### config.mk
export PLATFORM = sky130hd
export DESIGN_NAME = hex_stopwatch
export DESIGN_NICKNAME = d
export VERILOG_FILES = /design/src/rtl/hex_pkg.sv /design/src/rtl/key_debounce.sv /design/src/rtl/hex_stopwatch.sv
export SDC_FILE = /design/constraint.sdc
export NUM_CORES = 1
export LEC_CHECK = 0
export ABC_AREA = 0
export BUFFER_PORTS_ARGS = -buffer_cell sky130_fd_sc_hd__buf_4
export CORE_UTILIZATION = 30
export CTS_BUF_LIST = sky130_fd_sc_hd__clkbuf_4 sky130_fd_sc_hd__clkbuf_8
export CTS_CLUSTER_DIAMETER = 120
export CTS_CLUSTER_SIZE = 10
export DETAILED_ROUTE_END_ITERATION = 12
export PLACE_DENSITY = 0.57
export REMOVE_ABC_BUFFERS = 1
export SETUP_SLACK_MARGIN = 0.2
export SLEW_MARGIN = 25
export SYNTH_ARGS = -nofsm -noshare
export SYNTH_HDL_FRONTEND = slang
export SYNTH_SLANG_ARGS = --single-unit
### constraint.sdc
create_clock -name clk -period 2.2 [get_ports clk]
set_input_delay 0.44 -clock clk [delete_from_list [all_inputs] [get_ports clk]]
set_output_delay 0.44 -clock clk [all_outputs]
set_load 0.02 [all_outputs]
### src/rtl/hex_pkg.sv
// Shared types and helpers for the hex_stopwatch block: control states,
// the BCD digit type and the seven-segment lookup.
package hex_pkg;

  typedef enum logic [1:0] {
    STOP = 2'd0,
    RUN  = 2'd1,
    HOLD = 2'd2
  } sw_state_t;

  typedef logic [3:0] bcd_t;

  // Active-high {g,f,e,d,c,b,a} pattern for one decimal digit.
  function automatic logic [6:0] seg_encode(input bcd_t digit);
    logic [6:0] seg;
    case (digit)
      4'd0:    seg = 7'b0111111;
      4'd1:    seg = 7'b0000110;
      4'd2:    seg = 7'b1011011;
      4'd3:    seg = 7'b1001111;
      4'd4:    seg = 7'b1100110;
      4'd5:    seg = 7'b1101101;
      4'd6:    seg = 7'b1111101;
      4'd7:    seg = 7'b0000111;
      4'd8:    seg = 7'b1111111;
      4'd9:    seg = 7'b1101111;
      default: seg = 7'b0000000;
    endcase
    return seg;
  endfunction

endpackage

### src/rtl/key_debounce.sv
// Pushbutton conditioner: two-flop synchroniser, stability counter and a
// one-cycle pulse on each accepted press (accepted high-to-low change).
module key_debounce #(
  parameter int DEB_CYCLES = 1_000_000
) (
  input  logic clk,
  input  logic rst_n,
  input  logic key_n,
  output logic press
);

  localparam int CW = $clog2(DEB_CYCLES);

  logic          sync0;
  logic          sync1;
  logic          stable;
  logic [CW-1:0] cnt;

  // Bring the raw pin into the clock domain; idle level of a key is high.
  always_ff @(posedge clk or negedge rst_n) begin
    if (!rst_n) begin
      sync0 <= 1'b1;
      sync1 <= 1'b1;
    end else begin
      sync0 <= key_n;
      sync1 <= sync0;
    end
  end

  // Accept a new level only after DEB_CYCLES consecutive differing samples.
  always_ff @(posedge clk or negedge rst_n) begin
    if (!rst_n) begin
      stable <= 1'b1;
      cnt    <= '0;
      press  <= 1'b0;
    end else if (sync1 == stable) begin
      cnt   <= '0;
      press <= 1'b0;
    end else if (cnt == CW'(DEB_CYCLES - 1)) begin
      stable <= sync1;
      cnt    <= '0;
      press  <= ~sync1;
    end else begin
      cnt   <= cnt + 1'b1;
      press <= 1'b0;
    end
  end

endmodule

### src/rtl/hex_stopwatch.sv
// N-digit BCD stopwatch with run/stop and clear/lap keys, a sticky wrap
// flag and registered seven-segment outputs.
module hex_stopwatch
  import hex_pkg::*;
#(
  parameter int DIGITS         = 4,
  parameter int TICK_DIV       = 500_000,
  parameter int DEB_CYCLES     = 1_000_000,
  parameter bit SEG_ACTIVE_LOW = 1'b1
) (
  input  logic                  clk,
  input  logic                  rst_n,
  input  logic                  key_run_n,
  input  logic                  key_clr_n,
  input  logic                  dir_up,
  output logic [7*DIGITS-1:0]   hex,
  output logic                  led_run,
  output logic                  led_wrap
);

  localparam int         PW       = $clog2(TICK_DIV);
  localparam logic [6:0] SEG_ZERO = SEG_ACTIVE_LOW ? 7'b1000000 : 7'b0111111;

  logic                 run_press;
  logic                 clr_press;
  logic                 dir_s0;
  logic                 dir_s1;
  sw_state_t            state_q;
  sw_state_t            state_d;
  logic                 do_clear;
  logic                 do_latch;
  logic                 running;
  logic                 tick;
  logic [PW-1:0]        presc_q;
  bcd_t [DIGITS-1:0]    count_q;
  bcd_t [DIGITS-1:0]    count_step;
  bcd_t [DIGITS-1:0]    held_q;
  bcd_t [DIGITS-1:0]    disp;
  logic                 wrap;
  logic                 wrap_flag;
  logic [7*DIGITS-1:0]  seg_next;

  key_debounce #(.DEB_CYCLES(DEB_CYCLES)) u_run_key (
    .clk   (clk),
    .rst_n (rst_n),
    .key_n (key_run_n),
    .press (run_press)
  );

  key_debounce #(.DEB_CYCLES(DEB_CYCLES)) u_clr_key (
    .clk   (clk),
    .rst_n (rst_n),
    .key_n (key_clr_n),
    .press (clr_press)
  );

  // Direction switch only needs synchronising; it is sampled once per tick.
  always_ff @(posedge clk or negedge rst_n) begin
    if (!rst_n) begin
      dir_s0 <= 1'b0;
      dir_s1 <= 1'b0;
    end else begin
      dir_s0 <= dir_up;
      dir_s1 <= dir_s0;
    end
  end

  // Control state register.
  always_ff @(posedge clk or negedge rst_n) begin
    if (!rst_n) state_q <= STOP;
    else        state_q <= state_d;
  end

  // Key decoding; a run press always takes priority over a clear press.
  always_comb begin
    state_d  = state_q;
    do_clear = 1'b0;
    do_latch = 1'b0;
    case (state_q)
      STOP: begin
        if (run_press)      state_d  = RUN;
        else if (clr_press) do_clear = 1'b1;
      end
      RUN: begin
        if (run_press) begin
          state_d = STOP;
        end else if (clr_press) begin
          state_d  = HOLD;
          do_latch = 1'b1;
        end
      end
      HOLD: begin
        if (run_press)      state_d = STOP;
        else if (clr_press) state_d = RUN;
      end
      default: state_d = STOP;
    endcase
  end

  assign running = (state_q != STOP);
  assign tick    = running && (presc_q == PW'(TICK_DIV - 1));

  // Prescaler runs only while counting and keeps its phase across STOP.
  always_ff @(posedge clk or negedge rst_n) begin
    if (!rst_n)        presc_q <= '0;
    else if (do_clear) presc_q <= '0;
    else if (tick)     presc_q <= '0;
    else if (running)  presc_q <= presc_q + 1'b1;
  end

  // Next counter value: ripple carry (up) or borrow (down) across digits.
  always_comb begin
    count_step = count_q;
    wrap       = 1'b1;
    for (int i = 0; i < DIGITS; i++) begin
      if (wrap) begin
        if (dir_s1) begin
          if (count_q[i] == 4'd9) begin
            count_step[i] = 4'd0;
          end else begin
            count_step[i] = count_q[i] + 4'd1;
            wrap          = 1'b0;
          end
        end else begin
          if (count_q[i] == 4'd0) begin
            count_step[i] = 4'd9;
          end else begin
            count_step[i] = count_q[i] - 4'd1;
            wrap          = 1'b0;
          end
        end
      end
    end
  end

  // Counter and sticky wrap flag; clear zeroes both.
  always_ff @(posedge clk or negedge rst_n) begin
    if (!rst_n) begin
      count_q   <= '0;
      wrap_flag <= 1'b0;
    end else if (do_clear) begin
      count_q   <= '0;
      wrap_flag <= 1'b0;
    end else if (tick) begin
      count_q <= count_step;
      if (wrap) wrap_flag <= 1'b1;
    end
  end

  // Lap latch captures the live value on entry to HOLD.
  always_ff @(posedge clk or negedge rst_n) begin
    if (!rst_n)        held_q <= '0;
    else if (do_latch) held_q <= count_q;
  end

  assign disp = (state_q == HOLD) ? held_q : count_q;

  // Segment patterns for the displayed value in the board's polarity.
  always_comb begin
    seg_next = '0;
    for (int i = 0; i < DIGITS; i++) begin
      seg_next[7*i +: 7] = SEG_ACTIVE_LOW ? ~seg_encode(disp[i]) : seg_encode(disp[i]);
    end
  end

  // Registered outputs so the pins never see combinational glitches.
  always_ff @(posedge clk or negedge rst_n) begin
    if (!rst_n) begin
      hex      <= {DIGITS{SEG_ZERO}};
      led_run  <= 1'b0;
      led_wrap <= 1'b0;
    end else begin
      hex      <= seg_next;
      led_run  <= running;
      led_wrap <= wrap_flag;
    end
  end

endmodule
==> results.py, run 1 <==
metrics = {
    "setup_path": {
        "worstSetupEndpointType": "register",
        "cp_max_fo": 4,
        "cp_data_required_time_ns": 2.53,
        "max_stage_delay_ns": 0.43,
        "r2r_cells": 6,
        "arrival_ns": 2.28,
        "worst-setup-path-type": "reg2reg",
        "reg2reg_from": "presc_q[1]",
        "path_cells": "ha_4, nand4_4, or3_4, nor3b_4, a31oi_4, mux2_4",
        "r2r-end": "count_q[14]",
        "startpoint_type": "register",
        "worst_path_max_delay_cell": "dfrtp_1",
        "r2r_slack_ns": 0.25,
    },
    "timing": {
        "hold_viol_final": 0,
        "fin_crit_sh": 0.886,
        "layout_min_cycle_time_ns": 1.95,
        "drv_slew": 0,
        "setup_viol": 0,
        "tightest_slew_ns": 0.531,
        "rsz0062_at_grt": "yes",
        "skew_ns": 0.0128,
        "max_freq_mhz": 513,
        "max_slew_margin": 0.639,
        "fin_tns_setup_ns": 0,
    },
    "die": {
        "die_x_um": 158,
        "die_y_um": 158,
        "ios": 35,
        "start_util": 0.307,
        "dieArea_sq_um": 24800,
        "coreArea_sq_um": 23600,
        "rows": 56,
    },
    "power_and_ir_drop": {
        "power.density_nw_per_um2": 542,
        "leakage_nw": 3.99,
        "p_total_mw": 4.78,
        "ir_drop_v": 0.000313,
    },
    "logic_synthesis": {
        "synthArstFlopShare": 1.00,
        "syn_area_sq_um": 7260,
        "synth_top_flop_cell": "dfrtp_1",
        "yosys_warnings": 0,
        "synth-edff-count": 0,
        "ys_seq_elements": 134,
        "synth.distinct_cells": 70,
        "syn_inst": 713,
        "yosysSeqAreaShare": 0.464,
        "syn_area_per_cell_sq_um": 10.2,
    },
    "hold_path": {
        "hp-class": "in2reg",
        "hold_path_depth": 1,
        "hold_end": "dir_s0",
        "worstHoldStart": "dir_up",
    },
    "cells_and_area": {
        "drive_gt1_frac": 0.246,
        "n_antenna_cell": 0,
        "final_core_util": 0.373,
        "stdcell_count": 1128,
        "fillers": 2292,
        "finalNetCount": 836,
        "area_growth_pct": 21.5,
    },
    "cts": {
        "clk_pin_slew_ns": 0.08,
        "cts-root-buf": "clkbuf_8",
        "cts_buffers": 17,
        "cts_tree": "done",
        "clock_latency_ns": 0.45,
        "cts_sinks": 134,
        "htree_num_levels": 4,
        "clk_path_buf_depth": 2,
    },
    "routing": {
        "wire_per_inst_um": 12.9,
        "wl_mm": 14.6,
        "ant_nets": 0,
        "post_drt_via_cell_ratio": 4.82,
        "drtIter0Drc": 263,
        "vias": 5432,
        "firstDrtPassIters": 4,
        "route.detailed.drc": 0,
    },
    "grt": {
        "antenna_found_initial": 0,
        "grt_first_pass_wirelength_mm": 24.5,
        "grt_util_all_layers": 0.124,
        "grt_start_max_net_pins": 49,
        "grt_pass1_vias": 5186,
        "grt-ovfl-total": 0,
    },
    "placed_design": {
        "place_hpwl_mm": 9.94,
        "io_buffers": 34,
        "place_inst": 1084,
        "place.gp.congestion": 0.846,
    },
    "run": {
        "drv_cap": 0,
    },
    "run_status": {
        "status": "complete, no violations",
    },
}
flip-flops by register name, indices dropped and copies added, names as in the netlist, 2 cells and up:
register and flops:
held_q 16, hex 28, u_clr_key.cnt 20, count_q 16
u_run_key.cnt 20, presc_q 19, state_q 2
power breakdown:
group / internal (mW) / switching [mW] / leakage, nW
Sequential: 2.48 / 0.0147 / 1.82
Combinational: 0.0482 / 0.0975 / 1.97
Clock: 1.13 / 1.02 / 0.195
Total: 3.65 / 1.13 / 3.99
timing repair:
| item | in CTS | in global routing |
|---|---|---|
| hold buffers | 1 | 0 |
| pin swaps | 3 | 6 |
| buffers inserted | 2 | 7 |
| endpoints found under the setup margin | 31 | 66 |
| gates resized for setup | 6 | 25 |
| cloned | 0 | 2 |
| endpoints found under the hold margin | 40 | 0 |
critical path: cells and delay by family, from the launching register on:
family	cells	cell delay (ns)
AOI/OAI and AO/OA	1	0.17
adders and majority gates	1	0.18
DFF	1	0.43
muxes	1	0.32
and+or+nand+nor	3	0.73
metrics by stage:
step                instance area, sq um  worst slack [ns]  hold WS, ns
floorplan                           7150            -0.674        0.144
global placement                    8180             0.148        0.349
detailed placement                  8180             0.127        0.347
CTS                                 8640             0.171       0.0546
global route                        8820             0.155       0.0429
finish                              8820             0.252       0.0928
cell families (layout without fill, tap and decap cells):
| family | count (synthesis) | in the layout | share of synthesized area |
|---|---|---|---|
| DFF | 134 | 134 | 0.464 |
| muxes | 54 | 54 | 0.0829 |
| adders and majority gates | 35 | 35 | 0.0603 |
| buffers and inverters | 55 | 150 | 0.0312 |
| and+or+nand+nor | 263 | 264 | 0.186 |
| xor gates and xnor gates | 49 | 49 | 0.0591 |
| AOI/OAI and AO/OA | 123 | 123 | 0.117 |
worst max path at each step:
stage	startpoint	to	slack [ns]	cells after the start
floorplan	state_q[1]	hex[0]	-0.67	7
global placement	count_q[5]	count_q[9]	0.15	7
detailed placement	count_q[5]	count_q[9]	0.13	7
CTS	count_q[5]	count_q[9]	0.17	7
global route	presc_q[6]	count_q[7]	0.16	6
finish	presc_q[1]	count_q[14]	0.25	6
layout by cell type, fill, tap and decap left out, types with 9 or more instances in the layout:
| master | count |
|---|---|
| xor2_1 | 19 |
| mux2_2 | 27 |
| nand2b_1 | 9 |
| nor2b_1 | 9 |
| nand2_1 | 48 |
| ha_1 | 32 |
| nor3_1 | 15 |
| dfstp_2 | 10 |
| nand3_1 | 28 |
| and3_1 | 15 |
| a21oi_1 | 24 |
| buf_4 | 81 |
| mux2i_1 | 19 |
| inv_1 | 27 |
| xnor2_1 | 30 |
| a31oi_1 | 16 |
| o21a_1 | 12 |
| nor2_1 | 84 |
| clkbuf_8 | 20 |
| nand4_1 | 12 |
| dfrtp_1 | 121 |
| o21ai_0 | 21 |
routing by layer:
| metal | global-route usage | up-vias | routed length [um] | part of all wire |
|---|---|---|---|---|
| li1 | - | 2692 | - | - |
| met1 | 0.159 | 2654 | 7170 | 0.49 |
| met5 | 0 | - | 0 | 0 |
| met2 | 0.199 | 77 | 6850 | 0.47 |
| met3 | 0.0394 | 9 | 467 | 0.032 |
| met4 | 0.0324 | 0 | 116 | 0.0079 |
cell usage after synthesis (3+ instances only):
cell type | count | area share
o31ai_1 | 4 | 0.0041
dfrtp_1 | 124 | 0.43
xor2_1 | 19 | 0.023
xnor2_1 | 30 | 0.036
nand4_1 | 12 | 0.010
and3_1 | 15 | 0.013
buf_2 | 4 | 0.0028
o21ai_0 | 24 | 0.017
mux2i_1 | 19 | 0.026
nor4b_1 | 5 | 0.0060
nor2b_1 | 10 | 0.0086
mux2i_2 | 4 | 0.0076
nand2_1 | 49 | 0.025
nand3_1 | 29 | 0.020
dfstp_2 | 10 | 0.036
a22o_1 | 7 | 0.0084
nor2_1 | 84 | 0.043
ha_1 | 35 | 0.060
o22a_1 | 5 | 0.0060
mux2_2 | 27 | 0.042
a21oi_1 | 24 | 0.017
inv_1 | 30 | 0.016
o21a_1 | 12 | 0.012
or3_1 | 8 | 0.0069
nor3_1 | 15 | 0.010
a41oi_1 | 3 | 0.0036
nand2b_1 | 9 | 0.0078
nor4_1 | 4 | 0.0034
a31oi_1 | 16 | 0.014
a22oi_1 | 4 | 0.0041
clkbuf_1 | 17 | 0.0088
and2_1 | 3 | 0.0026
cell type report:
type	count	area [sq um]	share of cell area
clock buffer	22	290	0.0329
clock inverter	10	120	0.0136
multi-input combinational	525	3790	0.430
sequential	134	3370	0.382
timing repair buffer	88	734	0.0833
inverter	30	113	0.0128
tap	319	399	0.0453
Note: power is estimated with default switching activity, not from simulation.
==> inputs of run 2 (changes only) <==
--- a/config.mk
+++ b/config.mk
@@ -8,10 +8,10 @@
 export ABC_AREA = 0
 export BUFFER_PORTS_ARGS = -buffer_cell sky130_fd_sc_hd__buf_4
-export CORE_UTILIZATION = 30
+export CORE_UTILIZATION = 45
 export CTS_BUF_LIST = sky130_fd_sc_hd__clkbuf_4 sky130_fd_sc_hd__clkbuf_8
 export CTS_CLUSTER_DIAMETER = 120
 export CTS_CLUSTER_SIZE = 10
 export DETAILED_ROUTE_END_ITERATION = 12
-export PLACE_DENSITY = 0.57
+export PLACE_DENSITY = 0.75
 export REMOVE_ABC_BUFFERS = 1
 export SETUP_SLACK_MARGIN = 0.2
==> constraint.sdc (replaced) <==
create_clock -name clk -period 2.2 [get_ports clk]
set_input_delay 0 -clock clk [delete_from_list [all_inputs] [get_ports clk]]
set_output_delay 0 -clock clk [all_outputs]
set_load 0.02 [all_outputs]
==> run 2 against run 1 <==
Compared with the run above:
- combinational power shrank 4%
- cell area shrank 1.4%
- critical endpoint is now count_q[13]
- first-iteration DRC count grew 43%
- critical path depth shrank 1
- non-clock buffer count grew 6
==> results.py, run 2 (synthesized netlist as in run 1, its figures left out) <==
metrics = {
    "timing": {
        "fin_crit_sh": 0.892,
        "fin_ws_ns": 0.238,
        "max_freq_mhz": 510,
        "skew_ns": 0.0114,
        "rsz0062_at_grt": "yes",
        "drv_slew": 0,
        "hold_viol_final": 0,
        "tightest_slew_ns": 0.743,
        "max_slew_margin": 0.505,
        "setup_viol": 0,
        "layout_min_cycle_time_ns": 1.96,
    },
    "cells_and_area": {
        "seqCellArea_sq_um": 3370,
        "multi_input_comb_area_sq_um": 3770,
        "fillers": 1341,
        "layout_common_cells": "dfrtp_1 (119), buf_4 (86), nor2_1 (84), nand2_1 (48), ha_1 (32)",
        "n_antenna_cell": 0,
        "finalNetCount": 841,
        "drive_gt1_frac": 0.248,
        "layout_commonest_cell": "dfrtp_1",
        "area_growth_pct": 19.8,
        "largest_reg_flops": 28,
        "stdcell_count": 1030,
        "top_register": "hex",
        "top_regs": "hex x28, u_clr_key.cnt x20, u_run_key.cnt x20",
    },
    "die": {
        "die_x_um": 129,
        "dieArea_sq_um": 16600,
        "rows": 46,
        "ios": 35,
        "die_y_um": 129,
        "start_util": 0.459,
        "coreArea_sq_um": 15800,
    },
    "cts": {
        "clk_path_buf_depth": 2,
        "htree_num_levels": 4,
        "cts-root-buf": "clkbuf_8",
        "cts_tree": "done",
        "cts_sinks": 134,
        "clock_latency_ns": 0.45,
        "clk_pin_slew_ns": 0.08,
        "cts_buffers": 17,
    },
    "placed_design": {
        "pre_cts_ws_ns": 0.0848,
        "place_inst": 982,
        "place.gp.congestion": 0.888,
        "place_hpwl_mm": 9.57,
        "io_buffers": 34,
    },
    "grt": {
        "grt_start_max_net_pins": 80,
        "grt_pass1_vias": 5334,
        "grt_first_pass_wirelength_mm": 24.6,
        "antenna_found_initial": 0,
        "grt_util_all_layers": 0.185,
        "grt-ovfl-total": 0,
    },
    "setup_path": {
        "path_cells": "nor4bb_2, nand4_2, nor3b_4, a31oi_4, mux2_4",
        "arrival_ns": 2.30,
        "startpoint_type": "register",
        "worstSetupEndpointType": "register",
        "max_stage_delay_ns": 0.44,
        "worst_path_max_delay_cell": "dfrtp_2",
        "cp_max_fo": 5,
        "cp_data_required_time_ns": 2.54,
        "worst-setup-path-type": "reg2reg",
    },
    "routing": {
        "vias": 5576,
        "post_drt_via_cell_ratio": 5.41,
        "ant_nets": 0,
        "drtIter0Drc": 375,
        "wire_per_inst_um": 14.2,
        "route.detailed.drc": 0,
        "wl_mm": 14.6,
        "firstDrtPassIters": 5,
    },
    "run": {
        "drv_cap": 0,
    },
    "power_and_ir_drop": {
        "ir_drop_v": 0.000366,
        "leakage_nw": 4.00,
        "power.density_nw_per_um2": 544,
    },
    "hold_path": {
        "hp-class": "in2async",
    },
    "run_status": {
        "status": "complete, no violations",
    },
}
[run 2: cell count changes in the layout (fill, tap and decap cells not counted), moves of 2 or more]
cell,before,now
buf_4,81,86
clkinv_4,0,4
clkbuf_8,20,17
dlygate4sd3_1,1,4
buf_12,4,2
clkbuf_4,2,0
dfrtp_1,121,119
dfrtp_2,3,5
inv_6,2,4
[run 2: layer usage]
layer,part of all wire,vias up,track usage
li1,-,2707,-
met1,0.47,2725,0.241
met2,0.48,125,0.299
met3,0.041,19,0.0500
met4,0.013,0,0.0630
met5,0,-,0
[run 2: final timing paths]
path | endpoint | slack (ns) | startpoint | cells after the start
max | count_q[13] | 0.24 | presc_q[6] | 5
min | held_q[6] | 0.13 | rst_n | 2
max reg2reg | count_q[13] | 0.24 | presc_q[6] | 5
min reg2reg | u_clr_key.sync1 | 0.36 | u_clr_key.sync0 | 0
max in group asynchronous | held_q[15] | 1.29 | rst_n | 3
min in group clk | u_run_key.sync0 | 0.19 | key_run_n | 2
[run 2: where the power goes]
part	leakage, nW	internal, mW	switching, mW
Combinational	1.99	0.0454	0.0950
Sequential	1.82	2.48	0.0145
Clock	0.195	1.03	1.07
Total	4.00	3.55	1.18
[run 2: stage by stage]
| stage | area (sq um) | total power [mW] | hold WS [ns] | setup TNS [ns] | util |
|---|---|---|---|---|---|
| final | 8700 | 4.74 | 0.131 | 0 | 0.550 |
| after global routing | 8700 | 4.93 | 0.163 | 0 | 0.550 |
| after global placement | 8030 | 2.67 | 0.0874 | 0 | 0.508 |
| after floorplan | 7150 | 2.59 | -0.296 | -16.37 | - |
| after detailed placement | 8030 | 2.68 | 0.0876 | 0 | 0.508 |
| after CTS | 8590 | 4.80 | 0.155 | 0 | 0.543 |
[run 2: what timing repair did]
item	CTS	global route
setup endpoints to repair	36	54
hold buffers	4	0
setup buffers	4	7
resized for setup	13	18
hold endpoints to repair	72	0
pin swaps	3	10
cloned	1	0
[run 2: critical path: cells and delay by family, from the launching register on]
kind	cells	cell delay [ns]
flip-flops	1	0.44
AND/OR/NAND/NOR	3	0.92
multiplexers	1	0.32
AO/OA/AOI/OAI	1	0.16
[run 2: area by class of cell]
type	instances	area share
clock inverters	15	0.0194
flip-flops and latches	134	0.388
inverters	30	0.0134
well taps	216	0.0311
repair buffers	94	0.0885
clock buffers	17	0.0269
multi-input cells	524	0.433
